--- config.mk ---
export PLATFORM = sky130hd
export DESIGN_NAME = seg7_scan_ctrl
export DESIGN_NICKNAME = d
export VERILOG_FILES = /design/src/rtl/seg7_scan_ctrl.sv
export SDC_FILE = /design/constraint.sdc
export NUM_CORES = 1
export LEC_CHECK = 0
export BUFFER_PORTS_ARGS = -buffer_cell sky130_fd_sc_hd__buf_2
export CORE_MARGIN = 1.5
export CORE_UTILIZATION = 47
export DETAILED_ROUTE_END_ITERATION = 12
export PLACE_DENSITY = 0.73
export SYNTH_ARGS = -nofsm -noshare
export SYNTH_HDL_FRONTEND = slang
export SYNTH_SLANG_ARGS = --single-unit
--- constraint.sdc ---
create_clock -name clk -period 5.2 [get_ports clk]
set_clock_uncertainty 0.2 [all_clocks]
set_input_delay 1.56 -clock clk [delete_from_list [all_inputs] [get_ports clk]]
set_output_delay 1.56 -clock clk [all_outputs]
set_load 0.05 [all_outputs]
--- src/rtl/seg7_scan_ctrl.sv ---
// seg7_scan_ctrl
// Time-multiplexed driver for a 4-digit common-anode seven-segment display.
// The CPU writes VALUE/CTRL into shadow registers; they are copied into the
// active registers only on the last cycle of a frame, so the display never
// shows a half-updated value. Each digit slot lasts SCAN_DIV cycles: the
// first cycle is blanked to suppress ghosting, the rest drive the digit.
//
// Write port: wr_en is a single-cycle strobe with no back-pressure. Every
// cycle in which wr_en is high loads wr_data into the shadow register chosen
// by wr_addr (0 = VALUE, 1 = CTRL). The write is always accepted.
//
// The display outputs are registered from the next-state values, so AN and
// Segment always describe the same cycle as the digit index and slot counter.
module seg7_scan_ctrl #(
    parameter int SCAN_DIV = 50000
) (
    input  logic        clk,
    input  logic        reset,
    input  logic        wr_en,
    input  logic        wr_addr,
    input  logic [15:0] wr_data,
    output logic [7:0]  Segment,
    output logic [3:0]  AN,
    output logic        frame_tick,
    output logic        pending
);

    localparam int              CNT_W    = (SCAN_DIV > 2) ? $clog2(SCAN_DIV) : 1;
    localparam logic [CNT_W-1:0] CNT_LAST = CNT_W'(SCAN_DIV - 1);
    localparam logic [8:0]      CTRL_RST = 9'h100;

    generate
        if (SCAN_DIV < 2) begin : g_bad_scan_div
            $error("seg7_scan_ctrl: SCAN_DIV must be at least 2");
        end
    endgenerate

    // Active-low gfedcba pattern for one hex nibble.
    function automatic logic [6:0] hex_to_seg(input logic [3:0] nib);
        logic [6:0] seg;
        case (nib)
            4'h0:    seg = 7'h40;
            4'h1:    seg = 7'h79;
            4'h2:    seg = 7'h24;
            4'h3:    seg = 7'h30;
            4'h4:    seg = 7'h19;
            4'h5:    seg = 7'h12;
            4'h6:    seg = 7'h02;
            4'h7:    seg = 7'h78;
            4'h8:    seg = 7'h00;
            4'h9:    seg = 7'h10;
            4'hA:    seg = 7'h08;
            4'hB:    seg = 7'h03;
            4'hC:    seg = 7'h46;
            4'hD:    seg = 7'h21;
            4'hE:    seg = 7'h06;
            default: seg = 7'h0E;
        endcase
        return seg;
    endfunction

    // Register state
    logic [15:0]      shadow_value, active_value;
    logic [8:0]       shadow_ctrl,  active_ctrl;
    logic [1:0]       d;
    logic [CNT_W-1:0] cnt;

    // Next-state values
    logic             slot_end;
    logic             commit;
    logic [1:0]       d_nxt;
    logic [CNT_W-1:0] cnt_nxt;
    logic [15:0]      shadow_value_nxt, active_value_nxt;
    logic [8:0]       shadow_ctrl_nxt,  active_ctrl_nxt;
    logic             pending_nxt;

    // Display decode of the next state
    logic [3:0]       nibble_nxt;
    logic [3:0]       dp_nxt;
    logic [3:0]       blank_nxt;
    logic             lit_nxt;
    logic [3:0]       an_nxt;
    logic [7:0]       seg_nxt;

    assign slot_end = (cnt == CNT_LAST);
    assign commit   = slot_end && (d == 2'd3);
    assign cnt_nxt  = slot_end ? '0 : cnt + CNT_W'(1);
    assign d_nxt    = slot_end ? d + 2'd1 : d;

    // Shadow load, with a same-cycle write bypassed straight into the commit.
    always_comb begin
        shadow_value_nxt = shadow_value;
        shadow_ctrl_nxt  = shadow_ctrl;
        if (wr_en && !wr_addr) shadow_value_nxt = wr_data;
        if (wr_en &&  wr_addr) shadow_ctrl_nxt  = wr_data[8:0];
        active_value_nxt = commit ? shadow_value_nxt : active_value;
        active_ctrl_nxt  = commit ? shadow_ctrl_nxt  : active_ctrl;
        // A commit swallows any write, including one in the commit cycle.
        pending_nxt      = commit ? 1'b0 : (pending | wr_en);
    end

    // Pick the digit that will be on during the next cycle.
    always_comb begin
        nibble_nxt = active_value_nxt[{d_nxt, 2'b00} +: 4];
        dp_nxt     = active_ctrl_nxt[3:0];
        blank_nxt  = active_ctrl_nxt[7:4];
        lit_nxt    = (cnt_nxt != '0) && active_ctrl_nxt[8] && !blank_nxt[d_nxt];
        an_nxt     = 4'b1111;
        seg_nxt    = 8'hFF;
        if (lit_nxt) begin
            an_nxt  = ~(4'b0001 << d_nxt);
            seg_nxt = {~dp_nxt[d_nxt], hex_to_seg(nibble_nxt)};
        end
    end

    // Scan position: slot counter and digit index.
    always_ff @(posedge clk or negedge reset) begin
        if (!reset) begin
            cnt <= '0;
            d   <= 2'd0;
        end else begin
            cnt <= cnt_nxt;
            d   <= d_nxt;
        end
    end

    // Shadow and active register banks plus the pending flag.
    always_ff @(posedge clk or negedge reset) begin
        if (!reset) begin
            shadow_value <= 16'h0000;
            active_value <= 16'h0000;
            shadow_ctrl  <= CTRL_RST;
            active_ctrl  <= CTRL_RST;
            pending      <= 1'b0;
        end else begin
            shadow_value <= shadow_value_nxt;
            active_value <= active_value_nxt;
            shadow_ctrl  <= shadow_ctrl_nxt;
            active_ctrl  <= active_ctrl_nxt;
            pending      <= pending_nxt;
        end
    end

    // Registered display pins and frame pulse.
    always_ff @(posedge clk or negedge reset) begin
        if (!reset) begin
            AN         <= 4'b1111;
            Segment    <= 8'hFF;
            frame_tick <= 1'b0;
        end else begin
            AN         <= an_nxt;
            Segment    <= seg_nxt;
            frame_tick <= commit;
        end
    end

endmodule

## After elaboration in Yosys (flattened, before gate mapping)

Memory sizes are Yosys's and may differ from the RTL's.
Index checks and enable logic that the tools add are counted.

- Register bits after elaboration: 82
- Bits in latches: 0
- Memory bits (writable): 0
- ROM bits: 112
- Bits of input ports: 20
- Output and inout bits: 14
- Logic and storage cells: 42
- Memories: 1

Memory list:

| memory | words | bits a word | rd ports | clocked after memory_dff | wr ports | RTL line | text |
|---|---|---|---|---|---|---|---|
| (no name shown) | 16 | 7 | 1 | 0 | 0 | 41 | `case (nib)` |

- Add/sub/neg operators: 2
- Multiply operators: 0
- Div/mod/pow operators: 0
- Magnitude comparators: 1
- Equality and inequality tests: 2
- Shift operators: 2
- Multiplexer cells: 13
- Bitwise gates (word level): 3
- Reductions and logical operators: 8

Operators by type and width:

| cell | count |
|---|---|
| $mux 16 | 3 |
| $mux 9 | 2 |
| $add 16x1->16 const B | 1 |
| $eq 16x16->1 const B | 1 |
| $reduce_bool 16->1 | 1 |
| $shiftx 16x5->4 | 1 |
| $mux 8 | 1 |
| $logic_and 1x1->1 | 5 |
| $bmux 1 s2 | 2 |
| $mux 4 | 1 |
| $not 4->4 | 1 |
| $shl 1x2->4 const A | 1 |
| $lt 2x3->1 const B | 1 |
| $mux 1 | 3 |
| $add 2x1->2 const B | 1 |
| $eq 2x2->1 const B | 1 |
| $logic_not 1->1 | 2 |
| $mux 2 | 1 |
| $not 1->1 | 1 |
| $or 1x1->1 | 1 |

## Logic depth before layout (Yosys ltp)

Gate-level depths: netlist (run 1).

- Word-level depth: 8
- Mapped depth: 15
- Mapped depth without buffers: 13

## Worst setup path after synthesis (run 1)

Ideal clock, no wire load.

- Kind: input port to flip-flop
- Start: input wr_en
- End: register Segment[0]
- Library setup time: 0.072 ns
- Arrival: 4.054 ns
- Data required time: 4.928 ns
- Slack: 0.874 ns
- Stages: 13
- Path buffers: 2
- Cells stage by stage: nor2b_1 clkbuf_1 buf_1 mux2_2 mux2_2 a211oi_1 a31oi_1 inv_1 ha_1 nor2_1 a2bb2oi_1 mux2i_1 o21ai_1

- Elaborated cells between the ends (all ways): 14
- Classes of those cells: 1 x shift; 7 x mux; 5 x reduce/logical; 1 x memory

RTL lines:

| element | RTL line | text |
|---|---|---|
| from (decl) | 19 | `input logic wr_en,` |
| $logic_and 1x1->1 | 94 | `if (wr_en && !wr_addr) shadow_value_nxt = wr_data;` |
| $mux 16 | 94 |  |
| net shadow_value_nxt[13] | 73 | `logic [15:0] shadow_value_nxt, active_value_nxt;` |
| $mux 16 | 96 | `active_value_nxt = commit ? shadow_value_nxt : active_value;` |
| net active_value_nxt[13] | 73 |  |
| $shiftx 16x5->4 | 104 | `nibble_nxt = active_value_nxt[{d_nxt, 2'b00} +: 4];` |
| $mem_v2 16x7 | -- |  |
| $mux 8 | 110 | `if (lit_nxt) begin` |
| net seg_nxt[0] | 83 | `logic [7:0] seg_nxt;` |
| to (signal assigned) | 152 | `Segment <= seg_nxt;` |
| to (decl) | 22 | `output logic [7:0] Segment,` |

The timed path passes the listed nets, and every way through them passes these cells. The select of a mux whose other input is x is not followed.

## Final worst setup path (run 1)

Same ends and word-level chain as after synthesis.

==> results.md, run 1 <==
* Syn. warnings at 0
* Setup WS pre-CTS at 802 ps
* Ranking of synthesized cells by area: dfrtp_1 (42%), mux2_2 (10%), dfstp_2 (9.1%), mux2i_1 (5.0%), mux2_4 (3.0%)
* Total of max-cap violations at 0
* Area of the core at roughly 0.0083 mm2
* Nets at just under 400
* Number of flops mapped to enable cells by yosys at 0
* Leakage power at around 2.0 nW
* Clock slew at reported path FFs at approximately 80 ps
* Synth Instances at 333
* Effective utilization at floorplan at between 40% and 50%
* H-tree depth at 3
* Top_reg_cell synth: dfrtp_1
* Most frequent cell after synthesis: dfrtp_1
* IO Port Bufs at 33
* Detailed Place HPWL at roughly 5 mm
* CP max stage cell: mux2_2
* Syn_area_per_cell at 12.1 um2
* Worst-margin pin slew at about 1000 ps
* Layout cells sized above 1 at roughly a third
* CP peak stage delay at between 300 and 400 ps
* Clock latency on the worst-skew pair at 350 ps
* Vias at between 2000 and 3000
* CTS Root Cell: clkbuf_8
* Cts repair resizes at 0
* Critical Path AT at 4130 ps
* Drt first pass iters at 4
* GPL Wtd Cong at 0.845
* Largest net degree at the start of global routing at 83
* Detailed Route Iter0 Violations at 97
* Vias/cell at about 5.5
* Buf/Inv on CP at 3
* Final setup violation count at 0
* Sequential area share after synthesis at around 51%
* Req. time, crit path at ~5300 ps
* Final wirelength at approximately 7.5 mm
* Status: finished, final reports clean
* Critical Path End Type: register
* VDD IR max at about 0.16 mV
* Clk sinks at slightly above 80
* Die width at 95.6 um
* First-pass GRT wire length at approximately 13 mm
* Top cell types by occurrence after synthesis: dfrtp_1 (68), mux2_2 (37), nor2_1 (22)
* CTS Buffer Depth at 2
* Synth Net Count at 360
* IO Count at 34
* Critical path type: input port to register
* CP max FO at 18
* GRT Overall Usage at between 10% and 20%
* Max-slew headroom at between 30% and 40%
* Final min period at 4050 ps
* Endpoints failing hold at 0
* Total CTS buffers at 9
* Pwr Density at 285 mW/mm2
* Setup ws final at approximately 1100 ps
* Fin. max-slew vios at 0
* Initial antenna violation count at 0
* Remaining DRCs at 0
* RSZ-0062 raised after global routing: no
* Max Freq at 247 MHz
* Row cnt at 33
* Yosys top cell area share at a little over two fifths
* Die area at 0.00914 mm2
* Seq cells post-synth at 82
* Vias in the first global route at ~2700
* Post-CTS Setup Bufs at 0
* Synth cell types at between 50 and 60
* Post-route ant nets at 0
* Post-Syn Area at 0.00403 mm2
* CTS tree: yes
* DR WL/cell at approximately 16 um
* Die height at 95.6 um
* Area grow syn2layout at 10.9%
* Synth async-reset ratio at between 90% and 100%
* Critical path cell sequence: buf_2 -> nor2b_1 -> buf_4 -> mux2_2 -> mux2_4 -> and2_1 -> a211oi_1 -> a31oi_1 -> inv_1 -> ha_1 -> a2bb2oi_1 -> mux2i_1 -> o21ai_1
* Part of the cycle the worst path needs at about 78%
* Worst path top cell family by delay: multiplexers
* TNS Setup at 0 ps
* GRT overflow at 0
* Ant diodes at 0
* Cell taking the most area after synthesis: dfrtp_1
* Worst Hold Class: register to register
* Startpoint types: input port
* Hold_buf cts at 0
## layer usage
layer	wire length, um	vias to the layer above	part of all wire (%)	global-route usage (%)
met5	0	-	0	0
met4	79	0	1.1	6.86
met3	241	5	3.2	4.39
met2	3580	38	48	29.5
li1	-	1247	-	-
met1	3580	1307	48	24.8
## final timing paths
check	cells after the start	from	to	slack (ps)
max	13	wr_en	Segment[0]	1150
min	1	active_ctrl[3]	active_ctrl[3]	300
max reg2reg	12	cnt[11]	Segment[3]	1200
min reg2reg	1	active_ctrl[3]	active_ctrl[3]	300
max in group asynchronous	1	reset	active_value[5]	2970
min in group asynchronous	1	reset	cnt[6]	1160
## layout make-up
class / instances / area, um2
Fill cell: 728 / 3790
Sequential cell: 82 / 2070
Multi-Input combinational cell: 222 / 1820
Timing Repair Buffer: 37 / 198
Tap cell: 105 / 131
Clock buffer: 10 / 128
Clock inverter: 6 / 73.8
Inverter: 14 / 53.8
## placed cells by master, fill, tap and decap left out, drive strengths merged, types with 9 or more instances in the layout
| cell | count |
|---|---|
| buf | 37 |
| dfrtp | 68 |
| a211oi | 9 |
| dfstp | 14 |
| mux2 | 47 |
| o21ai | 10 |
| nand3 | 13 |
| nor2 | 22 |
| mux2i | 21 |
| inv | 15 |
| nand2 | 16 |
| clkbuf | 10 |
## through the flow
stage | power [mW] | instances | area [um2] | hold WS, ps | util (%)
5_1_grt | 1.34 | 476 | 4470 | 315 | 54.1
2_1_floorplan | 0.776 | 333 | 4030 | 254 | -
4_1_cts | 1.29 | 476 | 4470 | 303 | 54.1
3_3_place_gp | 0.811 | 460 | 4270 | 273 | 51.7
6_report | 1.28 | 476 | 4470 | 298 | 54.1
3_5_place_dp | 0.817 | 460 | 4270 | 276 | 51.7
## report_power, final
group	total [mW]	switching, mW	leakage [nW]	internal, mW
sequential	0.688	0.0109	0.997	0.677
combinational	0.114	0.0632	0.918	0.0512
clock	0.474	0.245	0.0954	0.229
## kinds of logic (layout without fill, tap and decap cells)
family	Yosys count	after routing	synth area share [%]
XOR/XNOR	15	15	3.45
buffers and inverters	29	67	3.57
flip-flops	82	82	51.4
AND/OR/NAND/NOR	88	88	11.5
multiplexers	71	71	20.9
AO/OA/AOI/OAI	41	41	7.14
adder cells (fa/ha/maj)	7	7	2.17
## state kept, by name, summed over array words and instances (netlist names), 2 cells and up
name,cells
active_value,16
d,2
AN,4
cnt,16
Segment,8
shadow_ctrl,9
active_ctrl,9
shadow_value,16
Note: power is estimated with default switching activity, not from simulation.
==> run 2, diff against run 1 <==
--- a/config.mk
+++ b/config.mk
@@ -9,7 +9,7 @@
 export CORE_MARGIN = 1.5
 export CORE_UTILIZATION = 47
 export DETAILED_ROUTE_END_ITERATION = 12
-export PLACE_DENSITY = 0.73
+export PLACE_DENSITY = 0.76
 export SYNTH_ARGS = -nofsm -noshare
 export SYNTH_HDL_FRONTEND = slang
 export SYNTH_SLANG_ARGS = --single-unit
==> constraint.sdc (replaced) <==
create_clock -name clk -period 3.28 [get_ports clk]
set_clock_uncertainty 0.2 [all_clocks]
set_input_delay 0.984 -clock clk [delete_from_list [all_inputs] [get_ports clk]]
set_output_delay 0.984 -clock clk [all_outputs]
set_load 0.05 [all_outputs]
==> results.md, run 2 (synthesis results as in run 1) <==
* VDD IR max at 0.337 mV (was 0.155 mV)
* Post-route ant nets at 0 (unchanged)
* Final setup violation count at 12 (was 0)
* Die width at 95.6 um (unchanged)
* Setup WS pre-CTS at -196 ps (was 802 ps)
* Most common cell after layout, fill and taps aside: dfrtp_1 (unchanged)
* Final wirelength at 8.70 mm (was 7.48 mm)
* Critical path cell sequence: or4b_4 -> or4_4 -> buf_12 -> mux2_4 -> and2_4 -> a211oi_4 -> a31oi_4 -> inv_2 -> ha_4 -> a2bb2oi_2 -> mux2i_1 -> o21ai_1 (was buf_2 -> nor2b_1 -> buf_4 -> mux2_2 -> mux2_4 -> and2_1 -> a211oi_1 -> a31oi_1 -> inv_1 -> ha_1 -> a2bb2oi_1 -> mux2i_1 -> o21ai_1)
* Setup ws final at -99.1 ps (was 1150 ps)
* Detailed Place HPWL at 6.05 mm (was 5.15 mm)
* Core Util, Final at 62.6% (was 54.1%)
* CTS Buffer Depth at 2 (unchanged)
* Startpoint types: register (was input port)
* Remaining DRCs at 0 (unchanged)
* RSZ-0062 raised after global routing: yes (was no)
* Hold_buf cts at 0 (unchanged)
* Detailed Route Iter0 Violations at 103 (was 97)
* Final Cell Area at 0.00517 mm2 (was 0.00447 mm2)
* Critical Path End Type: register (unchanged)
* Total of max-cap violations at 0 (unchanged)
* Worst path top cell family by delay: simple AND/OR/NAND/NOR gates (was multiplexers)
* Ant diodes at 0 (unchanged)
* Layout cells sized above 1 at 47.9% (was 33.4%)
* GRT overflow at 0 (unchanged)
* Max Freq at between 200 and 300 MHz
* GRT Overall Usage at 21.2% (was 18.6%)
* Effective utilization at floorplan at 48.8% (unchanged)
* Leakage power at 2.37 nW (was 2.01 nW)
* Initial antenna violation count at 0 (unchanged)
* IO Port Bufs at 33 (unchanged)
* Endpoints failing hold at 0 (unchanged)
* Clk sinks at 82 (unchanged)
* Final min period at about 3400 ps
* Vias in the first global route at 2958 (was 2653)
* Worst Hold Class: register to register (unchanged)
* Drt first pass iters at 4 (unchanged)
* Area of the core at 0.00826 mm2 (unchanged)
* Die height at 95.6 um (unchanged)
* Die area at 0.00914 mm2 (unchanged)
* TNS Setup at -661 ps (was 0 ps)
* Critical Path AT at 3470 ps (was 4130 ps)
* Clock slew at reported path FFs at 90 ps (was 80 ps)
* Failing checks: setup timing
* First-pass GRT wire length at 14.5 mm (was 12.8 mm)
* Top flop regs: active_value x16, cnt x16, shadow_value x16 (unchanged)
* CP max stage cell: or4b_4 (was mux2_2)
* Max-slew headroom at 60.3% (was 30.5%)
* Status: finished with violations (was finished, final reports clean)
* Most frequent cells in the layout: dfrtp_1 (68), buf_4 (58), mux2_2 (34), buf_2 (32), nor2_1 (22) (was dfrtp_1 (68), mux2_2 (37), buf_2 (32), nor2_1 (22), mux2i_1 (20))
* Critical path type: register to register (was input port to register)
* CTS tree: yes (unchanged)
* IO Count at 34 (unchanged)
* CP peak stage delay at 590 ps (was 380 ps)
* CP max FO at 6 (was 18)
* Nets at 454 (was 393)
* Fin. max-slew vios at 0 (unchanged)
* Area grow syn2layout at 28.3% (was 10.9%)
* Total CTS buffers at 9 (unchanged)
* H-tree depth at 3 (unchanged)
* Clock latency on the worst-skew pair at 370 ps (was 350 ps)
* Largest net degree at the start of global routing at 46 (was 83)
* CTS Root Cell: clkbuf_8 (unchanged)
* DP Area at 0.00475 mm2 (was 0.00427 mm2)
* Buf/Inv on CP at 2 (was 3)
* Vias/cell at 5.43 (was 5.46)
* Worst-margin pin slew at 595 ps (was 1010 ps)
* Req. time, crit path at 3370 ps (was 5270 ps)
* Vias at 2915 (was 2597)
* Row cnt at 33 (unchanged)
* DR WL/cell at 16.2 um (was 15.7 um)
* GPL Wtd Cong at 0.835 (was 0.845)
* Part of the cycle the worst path needs at 103%
* Pwr Density at 403 mW/mm2 (was 285 mW/mm2)
-- run 2: changes by cell type in the layout (fill, tap and decap cells not counted), sizes merged --
cell,before,now
clkinv,2,4
buf,37,97
inv,15,14
clkinvlp,2,1
bufbuf,0,1
-- run 2: routing by layer --
layer  up-vias  track usage (%)  routed length (um)
met4         0             7.84                 184
met2        58             34.1                4210
met1      1463             28.5                3970
met3        13             3.99                 330
met5         -                0                   0
li1       1381                -                   -
-- run 2: power by group --
group	internal (mW)	switching [mW]	total (mW)
clock network	0.363	0.400	0.762
registers	1.07	0.0178	1.09
logic	0.114	0.115	0.229
total	1.55	0.532	2.08
-- run 2: final timing paths --
kind	from	endpoint	slack [ps]	cells past startpoint
worst max-delay path	cnt[11]	Segment[0]	-100	12
worst min-delay path	active_ctrl[5]	active_ctrl[5]	300	1
worst max register to register	cnt[11]	Segment[0]	-100	12
worst min register to register	active_ctrl[5]	active_ctrl[5]	300	1
max in group asynchronous	reset	AN[2]	1750	2
min in group asynchronous	reset	cnt[10]	420	1
-- run 2: worst register-to-register path, stage by stage (launching register included) --
cell and delay [ps]:
dfrtp_1 390, or4b_4 590, or4_4 580, buf_12 160, mux2_4 300, and2_4 150, a211oi_4 190, a31oi_4 70
inv_2 130, ha_4 190, a2bb2oi_2 140, mux2i_1 90, o21ai_1 140
-- run 2: cell type report --
| class | count | area, um2 |
|---|---|---|
| fillers | 642 | 3090 |
| clock buffers | 10 | 128 |
| well taps | 105 | 131 |
| clock inverters | 6 | 75.1 |
| multi-input cells | 222 | 1970 |
| inverters | 14 | 55.1 |
| flip-flops and latches | 82 | 2070 |
| repair buffers | 98 | 742 |
-- run 2: repair_timing --
action	CTS	global route
gates cloned	1	0
pin swaps	13	5
setup endpoints to repair	12	12
gates resized for setup	12	3
buffers inserted	11	2
-- run 2: stage by stage --
step / power, mW / hold slack [ps] / std cells
after floorplan: 1.24 / 254 / 333
final: 2.08 / 299 / 537
after global routing: 2.16 / 316 / 537
after CTS: 2.10 / 301 / 535
after global placement: 1.32 / 274 / 508
after detailed placement: 1.33 / 279 / 508
==> run 3, diff against run 2 <==
--- a/config.mk
+++ b/config.mk
@@ -8,6 +8,7 @@
 export BUFFER_PORTS_ARGS = -buffer_cell sky130_fd_sc_hd__buf_2
 export CORE_MARGIN = 1.5
 export CORE_UTILIZATION = 47
+export CTS_CLUSTER_DIAMETER = 40
 export DETAILED_ROUTE_END_ITERATION = 12
 export PLACE_DENSITY = 0.76
 export SYNTH_ARGS = -nofsm -noshare
==> constraint.sdc (replaced) <==
create_clock -name clk -period 3.28 [get_ports clk]
set_clock_uncertainty 0.2 [all_clocks]
set_input_delay 0.164 -clock clk [delete_from_list [all_inputs] [get_ports clk]]
set_output_delay 0.164 -clock clk [all_outputs]
set_load 0.05 [all_outputs]
==> results.md, run 3 (synthesis results as in run 1) <==
* Fillers at 606 (was 642)
* Total CTS buffers at 9 (unchanged)
* GPL Wtd Cong at 0.868 (was 0.835)
* Nets at 464 (was 454)
* Most frequent cells in the layout: dfrtp_1 (68), buf_4 (51), mux2_2 (35), buf_2 (32), nor2_1 (21) (was dfrtp_1 (68), buf_4 (58), mux2_2 (34), buf_2 (32), nor2_1 (22))
* Worst Hold Depth at 5 (was 1)
* Ant diodes at 0 (unchanged)
* Die height at 95.6 um (unchanged)
* Internal power at 1.72 mW (was 1.55 mW)
* Clock slew at reported path FFs at 80 ps (was 90 ps)
* Seq. cell area at 0.00207 mm2 (unchanged)
* Die width at 95.6 um (unchanged)
* VDD IR max at 0.399 mV (was 0.337 mV)
* Row cnt at 33 (unchanged)
* Met3 Usage GRT at 4.70% (was 3.99%)
* Part of the cycle the worst path needs at 103% (about the same)
* DR WL/cell at 18.0 um (was 16.2 um)
* Flop pwr share at 48.4% (was 52.4%)
* IO Port Bufs at 33 (unchanged)
* Core Util, Final at 64.8% (was 62.6%)
* Worst-margin pin slew at 1020 ps (was 595 ps)
* H-tree depth at 3 (unchanged)
* Critical path type: register to register (unchanged)
* NetSw at 535 uW (was 532 uW)
* Endpoints failing hold at 0 (unchanged)
* Met1 usage at 28.9% (was 28.5%)
* Initial antenna violation count at 0 (unchanged)
* CP max FO at 5 (was 6)
* CP max stage cell: or4_4 (was or4b_4)
* Die area at 0.00914 mm2 (unchanged)
* Detailed Route Iter0 Violations at 140 (was 103)
* GRT overflow at 0 (unchanged)
* Sw Ratio at 23.7% (was 25.6%)
* Reg2Reg Depth at 12 (unchanged)
* Placed insts at 492 (was 508)
* Final wirelength at 9.86 mm (was 8.70 mm)
* Req. time, crit path at 3370 ps (about the same)
* Post-route ant nets at 0 (unchanged)
* Vias/cell at 5.55 (was 5.43)
* First-pass GRT wire length at 14.8 mm (was 14.5 mm)
* Max Freq at 296 MHz (about the same)
* PnR Total Power at 2.26 mW (was 2.08 mW)
* CTS Root Cell: clkbuf_8 (unchanged)
* Setup WS pre-CTS at -90.6 ps (was -196 ps)
* Final min period at 3380 ps (about the same)
* RSZ-0062 raised after global routing: yes (unchanged)
* Reg2reg end: Segment[0] (unchanged)
* TNS Setup at -261 ps (was -661 ps)
* Max-slew headroom at 31.8% (was 60.3%)
* Total of max-cap violations at 0 (unchanged)
* Clock latency on the worst-skew pair at 360 ps (was 370 ps)
* Top flop regs: active_value x16, cnt x16, shadow_value x16 (unchanged)
* Min-delay src: wr_addr (was active_ctrl[5])
* Remaining DRCs at 0 (unchanged)
* Most Used Layer, Global Route: met2 (unchanged)
* CTS Buffer Depth at 2 (unchanged)
* Multi-input gate area at 0.00199 mm2 (was 0.00197 mm2)
* Setup slack, reg-to-reg at -100 ps (about the same)
* Critical Path End Type: register (unchanged)
* Reg2reg start: cnt[10] (was cnt[11])
* Largest net degree at the start of global routing at 83 (was 46)
* Critical Path AT at 3480 ps (was 3470 ps)
* Drt first pass iters at 4 (unchanged)
* Final setup violation count at 6 (was 12)
* Clk pwr share at 41.2% (was 36.6%)
* Critical path cell sequence: or4b_4 -> or4_4 -> mux2_4 -> and2_4 -> a211oi_4 -> a31oi_4 -> inv_2 -> ha_4 -> nor2_2 -> a2bb2oi_2 -> mux2i_1 -> o21ai_1 (was or4b_4 -> or4_4 -> buf_12 -> mux2_4 -> and2_4 -> a211oi_4 -> a31oi_4 -> inv_2 -> ha_4 -> a2bb2oi_2 -> mux2i_1 -> o21ai_1)
* Pwr Density at 422 mW/mm2 (was 403 mW/mm2)
* Buf/Inv on CP at 1 (was 2)
* GRT Overall Usage at 22.0% (was 21.2%)
* Effective utilization at floorplan at 48.8% (unchanged)
* Vias in the first global route at 2963 (was 2958)
* Area of the core at 0.00826 mm2 (unchanged)
* M2 GR Usage at 35.7% (was 34.1%)
* Setup ws final at -104 ps (was -99.1 ps)
* Most common cell after layout, fill and taps aside: dfrtp_1 (unchanged)
* Vias at 3036 (was 2915)
* Detailed Place HPWL at 5.98 mm (was 6.05 mm)
* Clk sinks at 82 (unchanged)
* Area grow syn2layout at 32.8% (was 28.3%)
* Leakage power at 2.43 nW (was 2.37 nW)
* CTS tree: yes (unchanged)
* Non-Filler Instances at 547 (was 537)
* IO Count at 34 (unchanged)
* Combinational power share at 10.4% (was 11.0%)
* Hold path endpoint: shadow_value[10] (was active_ctrl[5])
* Fin. max-slew vios at 0 (unchanged)
* Worst Hold Class: input port to register (was register to register)
* Layout cells sized above 1 at 45.7% (was 47.9%)
* CP peak stage delay at 620 ps (was 590 ps)
* Status: finished with violations (unchanged)
* Startpoint types: register (unchanged)
* Failing checks: setup timing (unchanged)
* Worst path top cell family by delay: simple AND/OR/NAND/NOR gates (unchanged)
[run 3: changes by cell type in the layout (fill, tap and decap cells not counted), moves of 2 or more]
cell,previous run,this run
dlygate4sd3_1,0,18
buf_6,3,1
clkinv_4,2,0
clkbuf_16,0,2
bufinv_16,1,3
buf_4,58,51
[run 3: layout make-up]
type                    instances  share of cell area (%)
inverters                      14                    1.03
repair buffers                107                    15.8
clock buffers                  10                    2.57
well taps                     105                    2.46
clock inverters                 6                    2.25
flip-flops and latches         82                    38.7
multi-input cells             223                    37.2
[run 3: worst max-delay path by stage]
stage / start / end / slack [ps] / cells past startpoint
after global routing: cnt[12] / Segment[0] / -190 / 13
after detailed placement: cnt[7] / Segment[0] / -90 / 11
after global placement: cnt[7] / Segment[4] / -70 / 9
final: cnt[10] / Segment[0] / -100 / 12
after floorplan: cnt[4] / Segment[3] / -140 / 11
after CTS: cnt[13] / Segment[3] / -50 / 10
[run 3: layer usage]
layer | wire length [um] | up-vias
li1 | - | 1409
met1 | 4330 | 1537
met2 | 4980 | 75
met3 | 374 | 15
met4 | 182 | 0
met5 | 0 | -
[run 3: repair_timing]
item	4_1_cts	5_1_grt
gates resized for setup	6	8
setup buffers	5	13
pin swaps	3	4
hold endpoints to repair	103	0
cloned	1	2
hold buffers	18	0
setup endpoints to repair	4	12
[run 3: worst register-to-register path, stage by stage, from the launching register on]
cell	delay [ps]
dfrtp_1	400
or4b_4	580
or4_4	620
mux2_4	340
and2_4	150
a211oi_4	190
a31oi_4	70
inv_2	130
ha_4	170
nor2_2	50
a2bb2oi_2	150
mux2i_1	120
o21ai_1	140
[run 3: power groups by stage]
stage,logic (mW),clock network [mW],registers [mW]
after CTS,0.224,0.952,1.09
after floorplan,0.117,0,1.12
final,0.235,0.931,1.09
after global routing,0.255,0.986,1.10
after global placement,0.195,0,1.11
after detailed placement,0.202,0,1.11
[run 3: stage by stage]
stage	hold WS, ps	area [um2]
after global placement	186	4630
after CTS	189	5140
after detailed placement	204	4630
final	218	5350
after global routing	240	5350
after floorplan	-332	4140
